===== src/rtl/add_pkg.sv =====
// ============================================================================
// Module   : add_pkg
// Purpose  : Shared types and sizing helpers for the digit-serial adder.
// Revision : 1.0 - initial release
// ============================================================================
`default_nettype none

package add_pkg;

    typedef enum logic [1:0] {
        ST_IDLE = 2'd0,
        ST_RUN  = 2'd1,
        ST_DONE = 2'd2
    } add_state_t;

    function automatic int add_ndig(input int width, input int digit);
        return width / digit;
    endfunction

    // Counter must stay at least one bit wide even when a single digit covers the word.
    function automatic int add_cnt_w(input int ndig);
        return (ndig <= 1) ? 1 : $clog2(ndig);
    endfunction

endpackage

`default_nettype wire


===== src/rtl/add_digit.sv =====
// ============================================================================
// Module   : add_digit
// Purpose  : DIGIT-bit ripple adder built from full_adder cells; also exposes
//            the carry into its top bit for signed-overflow detection.
// Revision : 1.0 - initial release
// ============================================================================
`default_nettype none

module add_digit #(
    parameter int DIGIT = 4
) (
    input  logic [DIGIT-1:0] a,
    input  logic [DIGIT-1:0] b,
    input  logic             cin,
    output logic [DIGIT-1:0] sum,
    output logic             cout,
    output logic             c_msb
);

    logic [DIGIT:0] w_c;

    assign w_c[0] = cin;

    for (genvar i = 0; i < DIGIT; i++) begin : g_bit
        full_adder u_fa (
            .a    (a[i]),
            .b    (b[i]),
            .cin  (w_c[i]),
            .sum  (sum[i]),
            .cout (w_c[i+1])
        );
    end

    assign cout  = w_c[DIGIT];
    assign c_msb = w_c[DIGIT-1];

endmodule

`default_nettype wire


===== src/rtl/full_adder.sv =====
// ============================================================================
// Module   : full_adder
// Purpose  : Single-bit combinational full-adder cell.
// Revision : 1.0 - initial release
// ============================================================================
`default_nettype none

module full_adder (
    input  logic a,
    input  logic b,
    input  logic cin,
    output logic sum,
    output logic cout
);

    assign sum  = a ^ b ^ cin;
    assign cout = (a & b) | (cin & (a ^ b));

endmodule

`default_nettype wire


===== src/rtl/add_serial_nb.sv =====
// ============================================================================
// Module   : add_serial_nb
// Purpose  : Digit-serial WIDTH-bit adder with valid/ready handshakes.
//            Optional macro ADD_SERIAL_OVF_EN builds the signed-overflow flag.
// Revision : 1.0 - initial release
// ============================================================================
`default_nettype none

module add_serial_nb
    import add_pkg::*;
#(
    parameter int WIDTH = 16,
    parameter int DIGIT = 4
) (
    input  logic             clk,
    input  logic             rst,
    input  logic             in_valid,
    output logic             in_ready,
    input  logic [WIDTH-1:0] A,
    input  logic [WIDTH-1:0] B,
    input  logic             Cin,
    output logic             out_valid,
    input  logic             out_ready,
    output logic [WIDTH-1:0] S,
    output logic             Cout,
    output logic             Ovf
);

    localparam int c_ndig  = add_ndig(WIDTH, DIGIT);
    localparam int c_cnt_w = add_cnt_w(c_ndig);
    localparam logic [c_cnt_w-1:0] c_last = c_cnt_w'(c_ndig - 1);

    add_state_t         r_state;
    add_state_t         w_state_nxt;
    logic [c_cnt_w-1:0] r_cnt;
    logic [WIDTH-1:0]   r_a;
    logic [WIDTH-1:0]   r_b;
    logic               r_carry;
    logic [WIDTH-1:0]   r_s;
    logic               r_cout;

    logic [DIGIT-1:0]   w_dsum;
    logic               w_dcout;
    logic               w_c_msb;
    logic               w_accept;
    logic               w_last;

    assign w_accept = in_valid && (r_state == ST_IDLE);
    assign w_last   = (r_state == ST_RUN) && (r_cnt == c_last);

    add_digit #(
        .DIGIT (DIGIT)
    ) u_digit (
        .a     (r_a[DIGIT-1:0]),
        .b     (r_b[DIGIT-1:0]),
        .cin   (r_carry),
        .sum   (w_dsum),
        .cout  (w_dcout),
        .c_msb (w_c_msb)
    );

    always_ff @(posedge clk or posedge rst) begin
        if (rst) begin
            r_state <= ST_IDLE;
        end else begin
            r_state <= w_state_nxt;
        end
    end

    always_comb begin
        w_state_nxt = r_state;
        in_ready    = 1'b0;
        out_valid   = 1'b0;
        case (r_state)
            ST_IDLE: begin
                in_ready = !rst;
                if (in_valid) begin
                    w_state_nxt = ST_RUN;
                end
            end
            ST_RUN: begin
                if (r_cnt == c_last) begin
                    w_state_nxt = ST_DONE;
                end
            end
            ST_DONE: begin
                out_valid = 1'b1;
                if (out_ready) begin
                    w_state_nxt = ST_IDLE;
                end
            end
            default: begin
                w_state_nxt = ST_IDLE;
            end
        endcase
    end

    // Operands shift right so the active digit always sits in the low bits.
    always_ff @(posedge clk or posedge rst) begin
        if (rst) begin
            r_cnt   <= '0;
            r_a     <= '0;
            r_b     <= '0;
            r_carry <= 1'b0;
            r_s     <= '0;
            r_cout  <= 1'b0;
        end else if (w_accept) begin
            r_cnt   <= '0;
            r_a     <= A;
            r_b     <= B;
            r_carry <= Cin;
        end else if (r_state == ST_RUN) begin
            r_cnt   <= r_cnt + c_cnt_w'(1);
            r_a     <= r_a >> DIGIT;
            r_b     <= r_b >> DIGIT;
            r_carry <= w_dcout;
            for (int i = 0; i < c_ndig; i++) begin
                if (r_cnt == c_cnt_w'(i)) begin
                    r_s[i*DIGIT +: DIGIT] <= w_dsum;
                end
            end
            if (w_last) begin
                r_cout <= w_dcout;
            end
        end
    end

    assign S    = r_s;
    assign Cout = r_cout;

`ifdef ADD_SERIAL_OVF_EN
    logic r_ovf;

    always_ff @(posedge clk or posedge rst) begin
        if (rst) begin
            r_ovf <= 1'b0;
        end else if (w_last) begin
            r_ovf <= w_c_msb ^ w_dcout;
        end
    end

    assign Ovf = r_ovf;
`else
    logic w_unused_c_msb;

    assign w_unused_c_msb = w_c_msb;
    assign Ovf            = 1'b0;
`endif

endmodule

`default_nettype wire

===== config.mk =====
export PLATFORM = sky130hd
export DESIGN_NAME = add_serial_nb
export DESIGN_NICKNAME = d
export VERILOG_FILES = /design/src/rtl/add_pkg.sv /design/src/rtl/add_digit.sv /design/src/rtl/full_adder.sv /design/src/rtl/add_serial_nb.sv
export SDC_FILE = /design/constraint.sdc
export NUM_CORES = 1
export LEC_CHECK = 0
export CAP_MARGIN = 20
export CORE_MARGIN = 3
export CORE_UTILIZATION = 35
export CTS_BUF_LIST = sky130_fd_sc_hd__clkbuf_2
export DETAILED_ROUTE_END_ITERATION = 6
export PLACE_DENSITY = 0.69
export REMOVE_ABC_BUFFERS = 1
export SLEW_MARGIN = 5
export SYNTH_ARGS = -nofsm -noshare
export SYNTH_HDL_FRONTEND = slang
export SYNTH_HIERARCHICAL = 1
export SYNTH_SLANG_ARGS = --single-unit

===== constraint.sdc =====
create_clock -name clk -period 3.4 [get_ports clk]
set_clock_uncertainty 0.05 [all_clocks]
set_input_delay 0.34 -clock clk [delete_from_list [all_inputs] [get_ports clk]]
set_output_delay 0.34 -clock clk [all_outputs]
set_load 0.05 [all_outputs]

==> metrics.csv, run 1 <==
stage;metric;value;unit
grt;vias in the first global route;1954;
sta;TNS Setup;0;ns
worst_setup_path;startpoint types;flop;
synthesis;Synth Area per Inst;13.3;um2
grt;GR Overflow Total;0;
synthesis;post-synthesis sequential element count;54;
sta;final hold violation count;0;
run_status;status;completed;
floorplan;full die area;9910;um2
clock_tree;Max clock buf depth;2;
worst_setup_path;most frequent cell on the critical path;fa_1;
worst_setup_path;Cell Chain, Critical Path;fa_1, fa_1, fa_1, fa_1, mux2_1;
floorplan;Die Wd;99.6;um
synthesis;Synth top area share;44.1;%
cells_and_area;share of layout cells above drive strength 1;23.8;%
power;PD cells;963;nW/um2
worst_setup_path;WS Path Type;reg -> reg;
grt;largest net degree at the start of global routing;54;
route;via count;1889;
grt;antenna violations before repair;0;
worst_setup_path;crit path max fanout;4;
cells_and_area;NumNets Final;321;
placed_design;routability cong.;0.747;
worst_setup_path;Req. time, crit path;3.74;ns
clock_tree;H-Tree Depth;2;
route;Initial DRC Count;125;
floorplan;io pins;57;
clock_tree;clk_lat worst skew;0.45;ns
sta;Rel. slew slack;36.6;%
cells_and_area;Area Growth Syn to Fin;20.2;%
grt;first-pass GRT wire length;10.4;mm
worst_setup_path;Worst setup EP type;flop;
synthesis;synth top area cells;dfrtp_1, nor4b_2, a211oi_2;
clock_tree;setup bufs post-CTS;0;
sta;f_max;0.380;GHz
clock_tree;clock sink total;54;
clock_tree;Post-CTS Resized;0;
route;Final ANT Viol Nets;0;
sta;Pins Over Slew Limit;0;
clock_tree;clock tree root buffer cell;clkbuf_2;
sta;post-layout min period;2.63;ns
floorplan;row cnt;33;
route;routed length per placed instance;16.0;um
route;final wirelength;6.14;mm
worst_setup_path;Worst path slowest cell;fa_1;
clock_tree;clock slew at reported path FFs;0.28;ns
sta;Final Cycle Share;77.5;%
synthesis;synthesized instance count;230;
floorplan;core box area;8340;um2
run;Max Cap Viol;0;
clock_tree;CTS Buf Count;5;
clock_tree;CTS tree;done;
grt;GRT Overall Usage;13.1;%
synthesis;sequential fraction of the synthesis area;44.1;%
placed_design;HPWL Detailed;4.31;mm
sta;Slew @ Worst Pin;0.948;ns
floorplan;Initial Util;36.7;%
clock_tree;cts hold-fix bufs;0;
route;Residual DRC;0;
sta;Setup violations, final;0;
floorplan;Die Ht;99.6;um
synthesis;cell area after synthesis;3060;um2
power;Leak;0.00155;uW
min_path;Worst Hold Class;in -> async;
sta;RSZ-0062 raised after global routing;false;
worst_setup_path;CP peak stage delay;0.50;ns
synthesis;Synth cell types;33;
route;post-DR vias/cell;4.93;
placed_design;I/O Buffers;55;
worst_setup_path;Worst Path Arrival;2.97;ns
cells_and_area;fillcell total;760;
route;drt first pass iters;4;
sta;Fin Hold WS;0.173;ns
synthesis;Yosys warnings;6;
synthesis;Yosys top cell by area;dfrtp_1;
power;maximum vdd drop;337;uV
## power breakdown
part | internal (uW) | leakage (uW) | switching, uW
Sequential | 959 | 0.000640 | 228
Combinational | 867 | 0.000869 | 1170
Clock | 125 | 0.0000406 | 196
Total | 1950 | 0.00155 | 1600
## flip-flops by register name, indices dropped and copies added (netlist names)
register and flops:
Cout 1, S 16, r_a 16, r_b 16, r_carry 1, r_cnt 2, r_state 2
## kinds of logic (layout without fill, tap and decap cells)
family	Yosys count	count (layout)	share of synthesized area, %
muxes	18	18	7.19
buffers and inverters	49	96	8.98
adders and majority gates	8	8	4.25
other	1	2	0.122
and+or+nand+nor	62	62	22.8
AOI/OAI and AO/OA	38	38	12.6
DFF	54	54	44.1
## per-stage QoR
| step | setup WS, ns | cells | cell area, um2 | utilization [%] | total power, uW |
|---|---|---|---|---|---|
| global placement | 0.865 | 374 | 3620 | 43.4 | 3200 |
| CTS | 0.749 | 382 | 3680 | 44.1 | 3590 |
| finish | 0.765 | 383 | 3680 | 44.1 | 3550 |
| floorplan | 0.574 | 209 | 2890 | - | 2660 |
| global route | 0.695 | 382 | 3680 | 44.1 | 3810 |
| detailed placement | 0.792 | 374 | 3620 | 43.4 | 3270 |
## critical path: cells and delay by family (launching register included)
kind                       cells  cell delay [ns]
DFF                            1             0.47
muxes                          1             0.30
adders and majority gates      4             1.75
## layout make-up
type	count	area, um2	area share [%]
diodes	1	2.50	0.0680
multi-input cells	127	1440	39.0
inverters	28	105	2.85
repair buffers	60	588	16.0
flip-flops and latches	54	1350	36.8
clock buffers	6	30.0	0.815
well taps	105	131	3.57
clock inverters	2	33.8	0.917
## cell usage after synthesis
cell type,n
a211o_1,2
a211oi_1,8
a211oi_2,15
a21oi_1,1
a22o_1,6
and4bb_1,1
buf_2,7
buf_4,1
buf_6,9
buf_8,1
clkbuf_1,3
conb_1,1
dfrtp_1,54
fa_1,4
ha_1,4
inv_1,28
mux2_1,12
mux2_4,5
mux2i_1,1
nand2b_1,4
nand3b_4,4
nor3_1,1
nor3b_1,25
nor3b_4,1
nor4b_1,1
nor4b_2,22
nor4bb_1,1
o21ai_1,1
o21ba_2,1
o21bai_4,1
o221a_2,2
o22ai_1,1
or4b_1,2
## cells in the final DEF, fill, tap and decap left out, types with 2 or more instances in the layout
| cell | Yosys | final |
|---|---|---|
| a211oi_2 | 15 | 15 |
| mux2_1 | 12 | 12 |
| nand3b_4 | 4 | 4 |
| mux2_4 | 5 | 5 |
| inv_1 | 28 | 27 |
| clkbuf_2 | 0 | 6 |
| a211oi_1 | 8 | 8 |
| dfrtp_2 | 0 | 2 |
| dfrtp_1 | 54 | 52 |
| o221a_2 | 2 | 2 |
| nor3b_1 | 25 | 25 |
| ha_1 | 4 | 4 |
| clkdlybuf4s50_1 | 0 | 55 |
| a22o_1 | 6 | 6 |
| or4b_1 | 2 | 2 |
| buf_4 | 1 | 5 |
| nor4b_2 | 22 | 22 |
| nand2b_1 | 4 | 4 |
| a211o_1 | 2 | 2 |
| fa_1 | 4 | 4 |
## metal layers
| layer | global-route usage (%) | wire length (um) | vias to the layer above |
|---|---|---|---|
| met2 | 20.0 | 2870 | 40 |
| met1 | 19.0 | 2930 | 919 |
| li1 | - | - | 922 |
| met3 | 2.81 | 264 | 8 |
| met5 | 0 | 0 | - |
| met4 | 3.15 | 63 | 0 |
## path summary, 6_finish.rpt
check	depth (start not counted)	from	slack, ns	endpoint
max	5	r_a[0]$_DFFE_PP0P_	0.77	S[7]$_DFFE_PP0P_
min	2	rst	0.17	S[13]$_DFFE_PP0P_
max reg2reg	5	r_a[0]$_DFFE_PP0P_	0.77	S[7]$_DFFE_PP0P_
min reg2reg	1	S[10]$_DFFE_PP0P_	0.48	S[10]$_DFFE_PP0P_
max in group asynchronous	3	rst	2.30	r_a[7]$_DFFE_PP0P_
min in group clk	2	out_ready	0.36	r_state[1]$_DFFE_PP0P_
(Power assumes the default switching activity.)
==> run 2: changes to the inputs <==
==> constraint.sdc (replaced) <==
create_clock -name clk -period 2.7 [get_ports clk]
set_clock_uncertainty 0.05 [all_clocks]
set_input_delay 0.27 -clock clk [delete_from_list [all_inputs] [get_ports clk]]
set_output_delay 0.27 -clock clk [all_outputs]
set_load 0.05 [all_outputs]
==> metrics.csv, run 2 (synthesis gave the netlist of run 1 again) <==
stage;metric;value;unit;change
clock_tree;CTS Buf Count;5;;unchanged
route;Residual DRC;0;;unchanged
worst_setup_path;Worst setup EP type;flop;;
worst_setup_path;Req. time, crit path;3.02;ns;-0.72 ns
route;via count;1904;;+0.79%
grt;first-pass GRT wire length;10.1;mm;-2.9%
clock_tree;H-Tree Depth;2;;unchanged
route;met3 routed WL;285;um;+8.0%
route;Met2 Routed Length;2.79;mm;-2.8%
cells_and_area;fillcell total;792;;+4.2%
clock_tree;clock sink total;54;;unchanged
worst_setup_path;WS Path Type;reg -> reg;;
grt;GR Overflow Total;0;;unchanged
clock_tree;clock slew at reported path FFs;0.27;ns;about the same
worst_setup_path;Cell Chain, Critical Path;fa_1, fa_1, fa_1, fa_2, mux2_1;;
sta;f_max;0.388;GHz;+2.3%
floorplan;core box area;8340;um2;unchanged
power;PD cells;1210;nW/um2;+26%
route;drt first pass iters;4;;unchanged
worst_setup_path;crit path max fanout;4;;unchanged
sta;Slew @ Worst Pin;0.498;ns;-0.450 ns
worst_setup_path;Worst Path Arrival;2.89;ns;-0.08 ns
worst_setup_path;Worst path slowest cell;dfrtp_1;;
route;top layer in use;met4;;
cells_and_area;NumNets Final;324;;+0.93%
route;Final ANT Viol Nets;0;;unchanged
worst_setup_path;CP Launch Point;r_a[0]$_DFFE_PP0P_;;
worst_setup_path;reg-to-reg endpoint;S[11]$_DFFE_PP0P_;;
sta;post-layout min period;2.58;ns;-0.0588 ns
clock_tree;Max clock buf depth;2;;unchanged
sta;Rel. slew slack;66.7;%;+30 points
sta;RSZ-0062 raised after global routing;false;;
cells_and_area;post-route cell area;3730;um2;+1.3%
cells_and_area;Area Growth Syn to Fin;21.7;%;
route;M1 wire length;2.82;mm;-3.9%
clock_tree;CTS tree;done;;
sta;final hold violation count;0;;unchanged
placed_design;HPWL Detailed;4.22;mm;-2.2%
worst_setup_path;Levels on crit path;5;;unchanged
power;maximum vdd drop;425;uV;+26%
route;Initial DRC Count;117;;-6.4%
cells_and_area;final cell utilization of the core;44.7;%;+0.56 points
worst_setup_path;Register-to-Register Setup Slack;0.12;ns;-0.64 ns
worst_setup_path;FF-to-FF Start;r_a[0]$_DFFE_PP0P_;;
placed_design;I/O Buffers;55;;unchanged
cells_and_area;antenna fix cells;0;;-1
worst_setup_path;R2R depth;5;;unchanged
placed_design;DP Area;3660;um2;+1.2%
worst_setup_path;CP endpoint;S[11]$_DFFE_PP0P_;;
floorplan;Die Ht;99.6;um;unchanged
clock_tree;cts hold-fix bufs;0;;unchanged
floorplan;full die area;9910;um2;unchanged
floorplan;io pins;57;;unchanged
power;Leak;0.00158;uW;+1.7%
run_status;status;completed;;
placed_design;routability cong.;0.764;;+2.3%
sta;TNS Setup;0;ns;unchanged
worst_setup_path;startpoint types;flop;;
route;routed length per placed instance;15.5;um;-3.5%
clock_tree;setup bufs post-CTS;0;;unchanged
sta;Final Cycle Share;95.4;%;+18 points
clock_tree;Post-CTS Resized;0;;unchanged
cells_and_area;leading cell type in the layout, fill and taps excluded;clkdlybuf4s50_1;;
min_path;Worst Hold Class;in -> async;;
grt;largest net degree at the start of global routing;55;;+1.9%
floorplan;Initial Util;36.7;%;unchanged
floorplan;row cnt;33;;unchanged
run;Max Cap Viol;0;;unchanged
worst_setup_path;most frequent cell on the critical path;fa_1;;
grt;antenna violations before repair;0;;unchanged
worst_setup_path;CP peak stage delay;0.47;ns;-0.03 ns
grt;vias in the first global route;1909;;-2.3%
route;post-DR vias/cell;4.95;;+0.27%
cells_and_area;area of the multi-input gates;1440;um2;+0.17%
cells_and_area;most frequent cells in the layout;clkdlybuf4s50_1, dfrtp_1, inv_1;;
worst_setup_path;Worst Path Buf+Inv;0;;unchanged
worst_setup_path;CP top delay family;adder cells;;
cells_and_area;FF/Latch Area;1350;um2;unchanged
sta;Setup violations, final;0;;unchanged
sta;Pins Over Slew Limit;0;;unchanged
grt;GRT Overall Usage;12.5;%;-0.61 points
route;final wirelength;5.96;mm;-3.0%
floorplan;Die Wd;99.6;um;unchanged
clock_tree;clk_lat worst skew;0.43;ns;-0.02 ns
cells_and_area;share of layout cells above drive strength 1;25.7;%;+1.9 points
clock_tree;clock tree root buffer cell;clkbuf_2;;
==> run 2: changes by cell type in the layout (fill, tap and decap cells not counted), sizes merged <==
| cell | delta |
|---|---|
| clkbuf | +1 |
| clkdlybuf4s50 | -1 |
| diode | -1 |
| buf | +4 |
| clkinv | -1 |
==> run 2: per-layer routing <==
metal	vias up	global-route usage (%)
met3	8	2.66
met1	927	18.1
met4	0	2.84
met5	-	0
met2	42	19.3
li1	927	-
==> run 2: area by class of cell <==
cell class | count | share of cell area (%)
Clock buffer | 7 | 0.940
Clock inverter | 1 | 0.805
Inverter | 28 | 2.82
Multi-Input combinational cell | 127 | 38.6
Sequential cell | 54 | 36.3
Tap cell | 105 | 3.52
Timing Repair Buffer | 63 | 17.0
==> run 2: per-stage QoR <==
stage	setup slack [ns]	hold slack, ns	power, uW	cells
5_1_grt	0.0265	0.113	4850	385
4_1_cts	0.0664	0.137	4560	385
3_3_place_gp	0.150	0.423	4050	377
3_5_place_dp	0.0949	0.431	4150	377
6_report	0.124	0.141	4510	385
2_1_floorplan	-0.0556	0.313	3360	209
==> run 2: how the worst min path moves through the flow <==
| stage | startpoint | endpoint | slack [ns] |
|---|---|---|---|
| after global routing | rst | r_b[8]$_DFFE_PP0P_ | 0.11 |
| after detailed placement | S[8]$_DFFE_PP0P_ | S[8]$_DFFE_PP0P_ | 0.43 |
| after floorplan | out_ready | r_state[1]$_DFFE_PP0P_ | 0.31 |
| after CTS | rst | r_b[14]$_DFFE_PP0P_ | 0.14 |
| final | rst | r_b[9]$_DFFE_PP0P_ | 0.14 |
| after global placement | S[8]$_DFFE_PP0P_ | S[8]$_DFFE_PP0P_ | 0.42 |
==> run 2: worst min-delay path, stage by stage <==
cell             delay, ns
clkdlybuf4s50_1       0.43
inv_2                 0.08
buf_12                0.27
==> run 2: power by group <==
part           switching [uW]  internal [uW]
Combinational            1450           1140
Sequential                302           1210
Clock                     250            165
